$ cat src/rtl/dmem_arb_pkg.sv
// dmem_arb_pkg: shared FSM states, owner codes and latency-counter width for dmem_arbiter
package dmem_arb_pkg;
  typedef enum logic [1:0] {IDLE = 2'd0, ACCESS = 2'd1, DONE = 2'd2} state_t;
  localparam logic OWN_C = 1'b0;
  localparam logic OWN_D = 1'b1;
  localparam int CNT_W = 4;
endpackage

$ cat src/rtl/dmem_rr_pick.sv
// dmem_rr_pick: combinational 2-way picker between CPU port C and debug port D.
// Ports: i_c_req/i_d_req requests, i_last most recent grantee, i_cpu_priority (1 = C wins ties),
//        o_grant_valid any request present, o_grant_id winner (OWN_C/OWN_D).
module dmem_rr_pick
  import dmem_arb_pkg::*;
(
  input  logic i_c_req,
  input  logic i_d_req,
  input  logic i_last,
  input  logic i_cpu_priority,
  output logic o_grant_valid,
  output logic o_grant_id
);
  assign o_grant_valid = i_c_req || i_d_req;
  // round-robin tie goes to whichever port did not win last
  assign o_grant_id = (i_c_req && i_d_req) ? (i_cpu_priority ? OWN_C : ~i_last)
                    : (i_d_req ? OWN_D : OWN_C);
endmodule

$ cat src/rtl/dmem_arbiter.sv
// dmem_arbiter: shares one data-memory port between CPU port C and debug port D.
// Ports: clk/rst_n; i_{c,d}_req/we/addr/wdata/mask request side; o_{c,d}_ack/rdata completion;
//        o_mem_* drive data_memory, i_mem_read_data returns from it; o_busy (not IDLE), o_owner (last grantee).
module dmem_arbiter
  import dmem_arb_pkg::*;
#(
  parameter int MEM_LATENCY  = 1,
  parameter int CPU_PRIORITY = 0
) (
  input  logic        clk,
  input  logic        rst_n,
  input  logic        i_c_req,
  input  logic        i_c_we,
  input  logic [31:0] i_c_addr,
  input  logic [31:0] i_c_wdata,
  input  logic [3:0]  i_c_mask,
  input  logic        i_d_req,
  input  logic        i_d_we,
  input  logic [31:0] i_d_addr,
  input  logic [31:0] i_d_wdata,
  input  logic [3:0]  i_d_mask,
  output logic        o_c_ack,
  output logic [31:0] o_c_rdata,
  output logic        o_d_ack,
  output logic [31:0] o_d_rdata,
  output logic [31:0] o_mem_addr,
  output logic [31:0] o_mem_write_data,
  output logic        o_mem_memwrite,
  output logic        o_mem_memread,
  output logic [3:0]  o_mem_sign_mask,
  input  logic [31:0] i_mem_read_data,
  output logic        o_busy,
  output logic        o_owner
);
  localparam logic [CNT_W-1:0] LOAD = CNT_W'(MEM_LATENCY - 1);
  state_t r_state, w_next;
  logic [CNT_W-1:0] r_cnt;
  logic [31:0] r_addr, r_wdata, r_c_rdata, r_d_rdata;
  logic [3:0] r_mask;
  logic r_we, r_owner, w_gv, w_gid;
  dmem_rr_pick u_pick (
    .i_c_req       (i_c_req),
    .i_d_req       (i_d_req),
    .i_last        (r_owner),
    .i_cpu_priority(CPU_PRIORITY != 0),
    .o_grant_valid (w_gv),
    .o_grant_id    (w_gid)
  );
  always_ff @(posedge clk or negedge rst_n)
    if (!rst_n) r_state <= IDLE;
    else r_state <= w_next;
  always_comb begin
    w_next = r_state;
    o_mem_addr = '0;
    o_mem_write_data = '0;
    o_mem_sign_mask = '0;
    o_mem_memwrite = 1'b0;
    o_mem_memread = 1'b0;
    o_c_ack = 1'b0;
    o_d_ack = 1'b0;
    case (r_state)
      IDLE: w_next = w_gv ? ACCESS : IDLE;
      ACCESS: begin
        o_mem_addr = r_addr;
        o_mem_write_data = r_wdata;
        o_mem_sign_mask = r_mask;
        // counter still at its load value only on the first ACCESS cycle
        o_mem_memwrite = r_we && r_cnt == LOAD;
        o_mem_memread = !r_we;
        w_next = r_cnt == '0 ? DONE : ACCESS;
      end
      DONE: begin
        o_c_ack = r_owner == OWN_C;
        o_d_ack = r_owner == OWN_D;
        w_next = IDLE;
      end
      default: w_next = IDLE;
    endcase
  end
  always_ff @(posedge clk or negedge rst_n)
    if (!rst_n) begin
      r_cnt <= '0;
      r_addr <= '0;
      r_wdata <= '0;
      r_mask <= '0;
      r_we <= 1'b0;
      r_owner <= OWN_D;
      r_c_rdata <= '0;
      r_d_rdata <= '0;
    end else if (r_state == IDLE && w_gv) begin
      r_addr <= w_gid ? i_d_addr : i_c_addr;
      r_wdata <= w_gid ? i_d_wdata : i_c_wdata;
      r_mask <= w_gid ? i_d_mask : i_c_mask;
      r_we <= w_gid ? i_d_we : i_c_we;
      r_owner <= w_gid;
      r_cnt <= LOAD;
    end else if (r_state == ACCESS) begin
      if (r_cnt == '0) begin
        if (!r_we && r_owner == OWN_C) r_c_rdata <= i_mem_read_data;
        if (!r_we && r_owner == OWN_D) r_d_rdata <= i_mem_read_data;
      end else r_cnt <= r_cnt - 1'b1;
    end
  assign o_c_rdata = r_c_rdata;
  assign o_d_rdata = r_d_rdata;
  assign o_busy = r_state != IDLE;
  assign o_owner = r_owner;
endmodule

$ cat config.mk
export PLATFORM = sky130hd
export DESIGN_NAME = dmem_arbiter
export DESIGN_NICKNAME = d
export VERILOG_FILES = /design/src/rtl/dmem_arb_pkg.sv /design/src/rtl/dmem_rr_pick.sv /design/src/rtl/dmem_arbiter.sv
export SDC_FILE = /design/constraint.sdc
export NUM_CORES = 1
export LEC_CHECK = 0
export BUFFER_PORTS_ARGS = -buffer_cell sky130_fd_sc_hd__buf_2
export CAP_MARGIN = 20
export CORE_MARGIN = 1.5
export CORE_UTILIZATION = 30
export CTS_BUF_LIST = sky130_fd_sc_hd__clkbuf_16
export CTS_CLUSTER_SIZE = 24
export DETAILED_ROUTE_END_ITERATION = 7
export SYNTH_ARGS = -nofsm -noshare
export SYNTH_HDL_FRONTEND = slang
export SYNTH_SLANG_ARGS = --single-unit
$ cat constraint.sdc
create_clock -name clk -period 4.5 [get_ports clk]
set_clock_uncertainty 0.15 [all_clocks]
set_input_delay 0.45 -clock clk [delete_from_list [all_inputs] [get_ports clk]]
set_output_delay 0.45 -clock clk [all_outputs]
set_load 0.01 [all_outputs]
=== Word-level counts from Yosys, hierarchy flattened ===
Index checks and enable logic that the tools add are counted.

* Register bits after elaboration: 140
* Memories kept: 0
* Output and inout bits: 138
* Bits in writable memories: 0
* Latch bits: 0
* ROM bits: 0

* Order comparisons: 0
* Bitwise logic cells: 2
* $mul: 0
* Reduce and logical (&&, ||, !) cells: 14
* Eq/ne operators: 3
* Add/subtract/negate cells: 1
* Divide/modulo/power cells: 0
* Mux-type cells: 19
* Shifts and indexed selects: 0

{| class="wikitable"
|+ Operators by type and width
! cell !! number
|-
| 2-to-1 mux 32 bit || 4
|-
| 2-to-1 mux 4 bit || 5
|-
| 2-to-1 mux 1 bit || 8
|-
| AND reduction 4 bit || 2
|-
| logical AND 1 bit || 5
|-
| zero test 4 bit || 1
|-
| one-hot mux 2 bit (2 select lines) || 1
|-
| nonzero test 2 bit || 2
|-
| subtractor 4 x 1 -> 4 bit, second input constant || 1
|-
| equality test 2 x 1 -> 1 bit, second input constant || 1
|-
| equality test 2 bit, second input constant || 1
|-
| zero test 2 bit || 1
|-
| 2-to-1 mux 2 bit || 1
|-
| != test 2 bit, second input constant || 1
|-
| inverter 1 bit || 2
|-
| AND reduction 2 bit || 1
|-
| zero test 1 bit || 1
|-
| logical OR 1 bit || 1
|}

=== Depth between registers and ports, before layout ===
* Word-level depth: 4
* Depth in mapped cells: 7

=== By module ===
A second synthesis with hierarchy kept.

* Cell total of the unflattened synthesis: 554
* Area total of the unflattened synthesis: 6,541.3 um^2

{| class="wikitable"
|+ By module, submodules not included
! module !! cells each !! times used !! area an instance (um^2)
|-
| dmem_arbiter || 551 || 1 || 6,523.8
|-
| dmem_rr_pick || 3 || 1 || 17.5
|}

=== Least setup slack after synthesis ===
OpenSTA, ideal clock, no wires.

* Path type: register -> register
* Start point: register r_cnt[0]
* End point: register r_d_rdata[10], in the netlist o_d_rdata[10]
* Required time: 4.222 ns
* Clock period less this slack: 1.890 ns
* Buffers on the path: 1
* Data arrival time: 1.612 ns
* Setup slack: 2.610 ns
* Stages on the path, launching flop included: 7
* Path through: dfrtp_1 inv_1 ha_1 nor3b_4 nand4b_2 buf_2 mux2_1

* Longest elaborated chain between the ends: 2

{| class="wikitable"
|+ RTL lines
! what !! RTL line !! text
|-
| from (decl) || dmem_arbiter.sv:37 || <nowiki>logic [CNT_W-1:0] r_cnt;</nowiki>
|-
| from (signal assigned) || dmem_arbiter.sv:101 || <nowiki>end else r_cnt <= r_cnt - 1'b1;</nowiki>
|-
| zero test 4 bit || dmem_arbiter.sv:98 || <nowiki>if (r_cnt == '0) begin</nowiki>
|-
| AND reduction 4 bit (no source line) || -- ||
|-
| to (signal assigned) || dmem_arbiter.sv:100 || <nowiki>if (!r_we && r_owner == OWN_D) r_d_rdata <= i_mem_read_data;</nowiki>
|-
| to (decl) || dmem_arbiter.sv:38 || <nowiki>logic [31:0] r_addr, r_wdata, r_c_rdata, r_d_rdata;</nowiki>
|}

Every way passes these cells.
A chain may end at the register's enable or synchronous reset.

=== Worst setup path in the final report ===
* Start point: register r_state[1]
* End point: output o_mem_addr[19]

* Longest elaborated chain between the ends: 2

{| class="wikitable"
|+ RTL lines
! what !! RTL line !! text
|-
| from (decl) || dmem_arbiter.sv:36 || <nowiki>state_t r_state, w_next;</nowiki>
|-
| from (signal assigned) || dmem_arbiter.sv:51 || <nowiki>else r_state <= w_next;</nowiki>
|-
| equality test 2 x 1 -> 1 bit || dmem_arbiter.sv:61 || <nowiki>case (r_state)</nowiki>
|-
| 2-to-1 mux 32 bit || dmem_arbiter.sv:61 ||
|-
| to (decl) || dmem_arbiter.sv:26 || <nowiki>output logic [31:0] o_mem_addr,</nowiki>
|}

Every way passes these cells.

==> out/metrics.yaml <==
hold_path:
  hold_start: "i_mem_read_data[3]"
  hold_end: "o_d_rdata[3]"
  holdPathStages: 2
  hp-class: "in2reg"
logic_synthesis:
  synth_area_leader_cell: "dfrtp_1"
  synth_edf_count: 0
  syn_avg_cell_area_um2: 10.1
  synthArstFlopShare_pct: 100
  synthDominantCellAreaShare_pct: 54.1
  ys_ff_latch: 140
  syn_inst: 639
  synthesis.area_um2: 6430
  ys_top_cells_by_count: "dfrtp_1, nand2_1, a21oi_1"
  synth_warnings: 0
  synth_ff_type: "dfrtp_1"
  synth_area_leaders: "dfrtp_1, nand2_1, a31oi_1"
  synth_nets: 814
  seq_area_frac_synth_pct: 54.5
  ys_types: 33
clock_network:
  hold_buffers: 1
  cts_sinks: 140
  cts_tree: "yes"
  numCtsBuffers: 17
  worstSkewPairLatency_ps: 420
  cts_root_buf: "clkbuf_16"
  cts_max_level: 4
  cts_max_path_buffers: 2
  postCtsSetupBuffers: 0
  cts-resized-gates: 0
  clk_pin_slew_ps: 70
placed_design:
  place_inst: 1181
  dpl.hpwl_um: 13200
  postPlaceCellArea_um2: 8220
  portBuffers: 311
  pre_cts_ws_ps: 1830
  place_congestion: 0.743
critical_path:
  cpPeakStageDelay_ps: 580
  crit_path_max_fanout: 74
  r2r_end: "o_c_rdata[31]"
  criticalPathCategory: "reg2out"
  reg2reg_depth: 5
  cp.arrival_ps: 2170
  crit_path_end_kind: "primary output"
  rrSetupSlack_ps: 1890
  required_ps: 3900
  crit_buf_inv: 2
  reg2reg_from: "r_cnt[0]"
  critPathTopFamily: "buffers and inverters"
  start_kind: "flip-flop"
  slowest_stage: "buf_4"
  crit_chain: "and2b_2 -> buf_4 -> and2_1 -> buf_2"
timing:
  setup_tns_ps: 0
  hold_violations: 0
  setup_ws_ps: 1730
  relSlewSlack_pct: 35.3
  report.final.slew_viol_count: 0
  fin_crit_sh_pct: 61.4
  setup_viol: 0
  tightest_slew_ps: 968
  period_needed_ps: 2770
  fmax_ghz: 0.362
  grt_setup_unrepaired: "no"
floorplanning:
  fp.dieArea_um2: 22300
  start_util_pct: 30.6
  io_pins: 312
  core_um2: 21000
  die_w_um: 149
  die_h_um: 149
  rows: 53
detailed_routing:
  dr.pass1.iters: 4
  drcViolationCount: 0
  routedWlPerCell_um: 16.4
  vias_per_cell: 4.83
  num_vias: 5863
  ant_nets: 0
  drt-total-wl_um: 19800
  drt-initial-drc-count: 192
cells_and_area:
  final-seq-area_um2: 3500
  areaGrowthSynthToFinish_pct: 36.7
  fillers: 2102
  nets: 1101
  layout-drive-gt1-share_pct: 42.0
  final_cells: 1214
  post-route-util_pct: 41.8
  multi_input_area_um2: 2710
  final_cell_area_um2: 8790
  antenna_cells: 0
power:
  peakVddDrop_mv: 0.341
  power.leakage_nw: 4.27
  power_density_nw_per_um2: 725
run:
  maxCapViolCount: 0
global_route:
  grtUsageTotal_pct: 17.8
  grt_pass1_wl_um: 31100
  grt_antenna_before_repair: 0
  grt_max_degree: 84
  grt_overflow: 0
  grt_pass1_vias: 6008
run_status:
  outcome: "completed"
sequential cells by signal (all words and copies together) (netlist names):
signal	count
r_state	2
o_owner	1
r_cnt	4
r_we	1
o_d_rdata	32
r_addr	32
r_mask	4
r_wdata	32
o_c_rdata	32
metrics by stage:
step                hold slack, ps  total power, mW
floorplan                     4.41             3.90
global route                  94.6             6.85
global placement               312             5.04
CTS                           85.8             6.45
detailed placement             317             5.09
finish                         105             6.37
power breakdown:
part	switching, mW	internal [mW]
logic	1.57	1.23
registers	0.325	1.90
clock network	0.618	0.724
logic make-up after synthesis:
| family | after synthesis | synth area share, % |
|---|---|---|
| compound gates | 149 | 13.2 |
| flops | 140 | 54.5 |
| buf+inv | 56 | 3.70 |
| fa+ha+maj | 1 | 0.195 |
| mux | 65 | 11.4 |
| simple gates | 228 | 17.0 |
placed cells by master (no fill, tap or decap), types with 2 or more instances in the layout:
cell,Yosys,routed
buf_2,22,310
nand2_1,139,139
dfrtp_1,139,139
a21oi_1,71,71
a31oi_1,70,70
and2_1,69,69
mux2_2,34,34
mux2_1,30,30
clkbuf_16,0,17
buf_4,0,6
inv_6,0,5
inv_1,4,4
nor2_1,5,4
clkinvlp_4,0,4
o21ai_0,3,3
inv_8,0,3
nor2_4,0,2
nand2b_1,2,2
nor3_1,2,2
clkinv_4,0,2
buf_12,0,2
worst reg2reg max path: stages, from the launching register on:
cell and delay (ps):
dfrtp_1 400, inv_1 60, ha_1 200, nor3b_4 360
nand3_2 750, mux2_2 570
cell type report:
cell class	count	share of cell area (%)
Sequential cell	140	39.9
Multi-Input combinational cell	443	30.9
Inverter	4	0.171
Clock inverter	15	1.47
Clock buffer	17	4.84
Timing Repair Buffer	320	18.9
Tap cell	275	3.92
worst max-delay path by stage:
stage | startpoint | endpoint | slack (ps) | cells past startpoint
2_1_floorplan | r_cnt[0] | o_d_rdata[10] | 2610 | 6
3_3_place_gp | r_cnt[0] | o_c_rdata[22] | 1900 | 5
3_5_place_dp | r_cnt[0] | o_c_rdata[5] | 1830 | 5
4_1_cts | r_state[1] | o_mem_write_data[14] | 1700 | 4
5_1_grt | r_state[0] | o_mem_write_data[14] | 1620 | 4
6_report | r_state[1] | o_mem_addr[19] | 1730 | 4
metal layers:
layer	GRT usage [%]	routed length [um]	vias up
li1	-	-	2779
met4	6.14	350	0
met5	0	0	-
met1	22.8	8880	2797
met3	4.80	1630	20
met2	29.0	8990	267
Note: power is estimated with default switching activity, not from simulation.
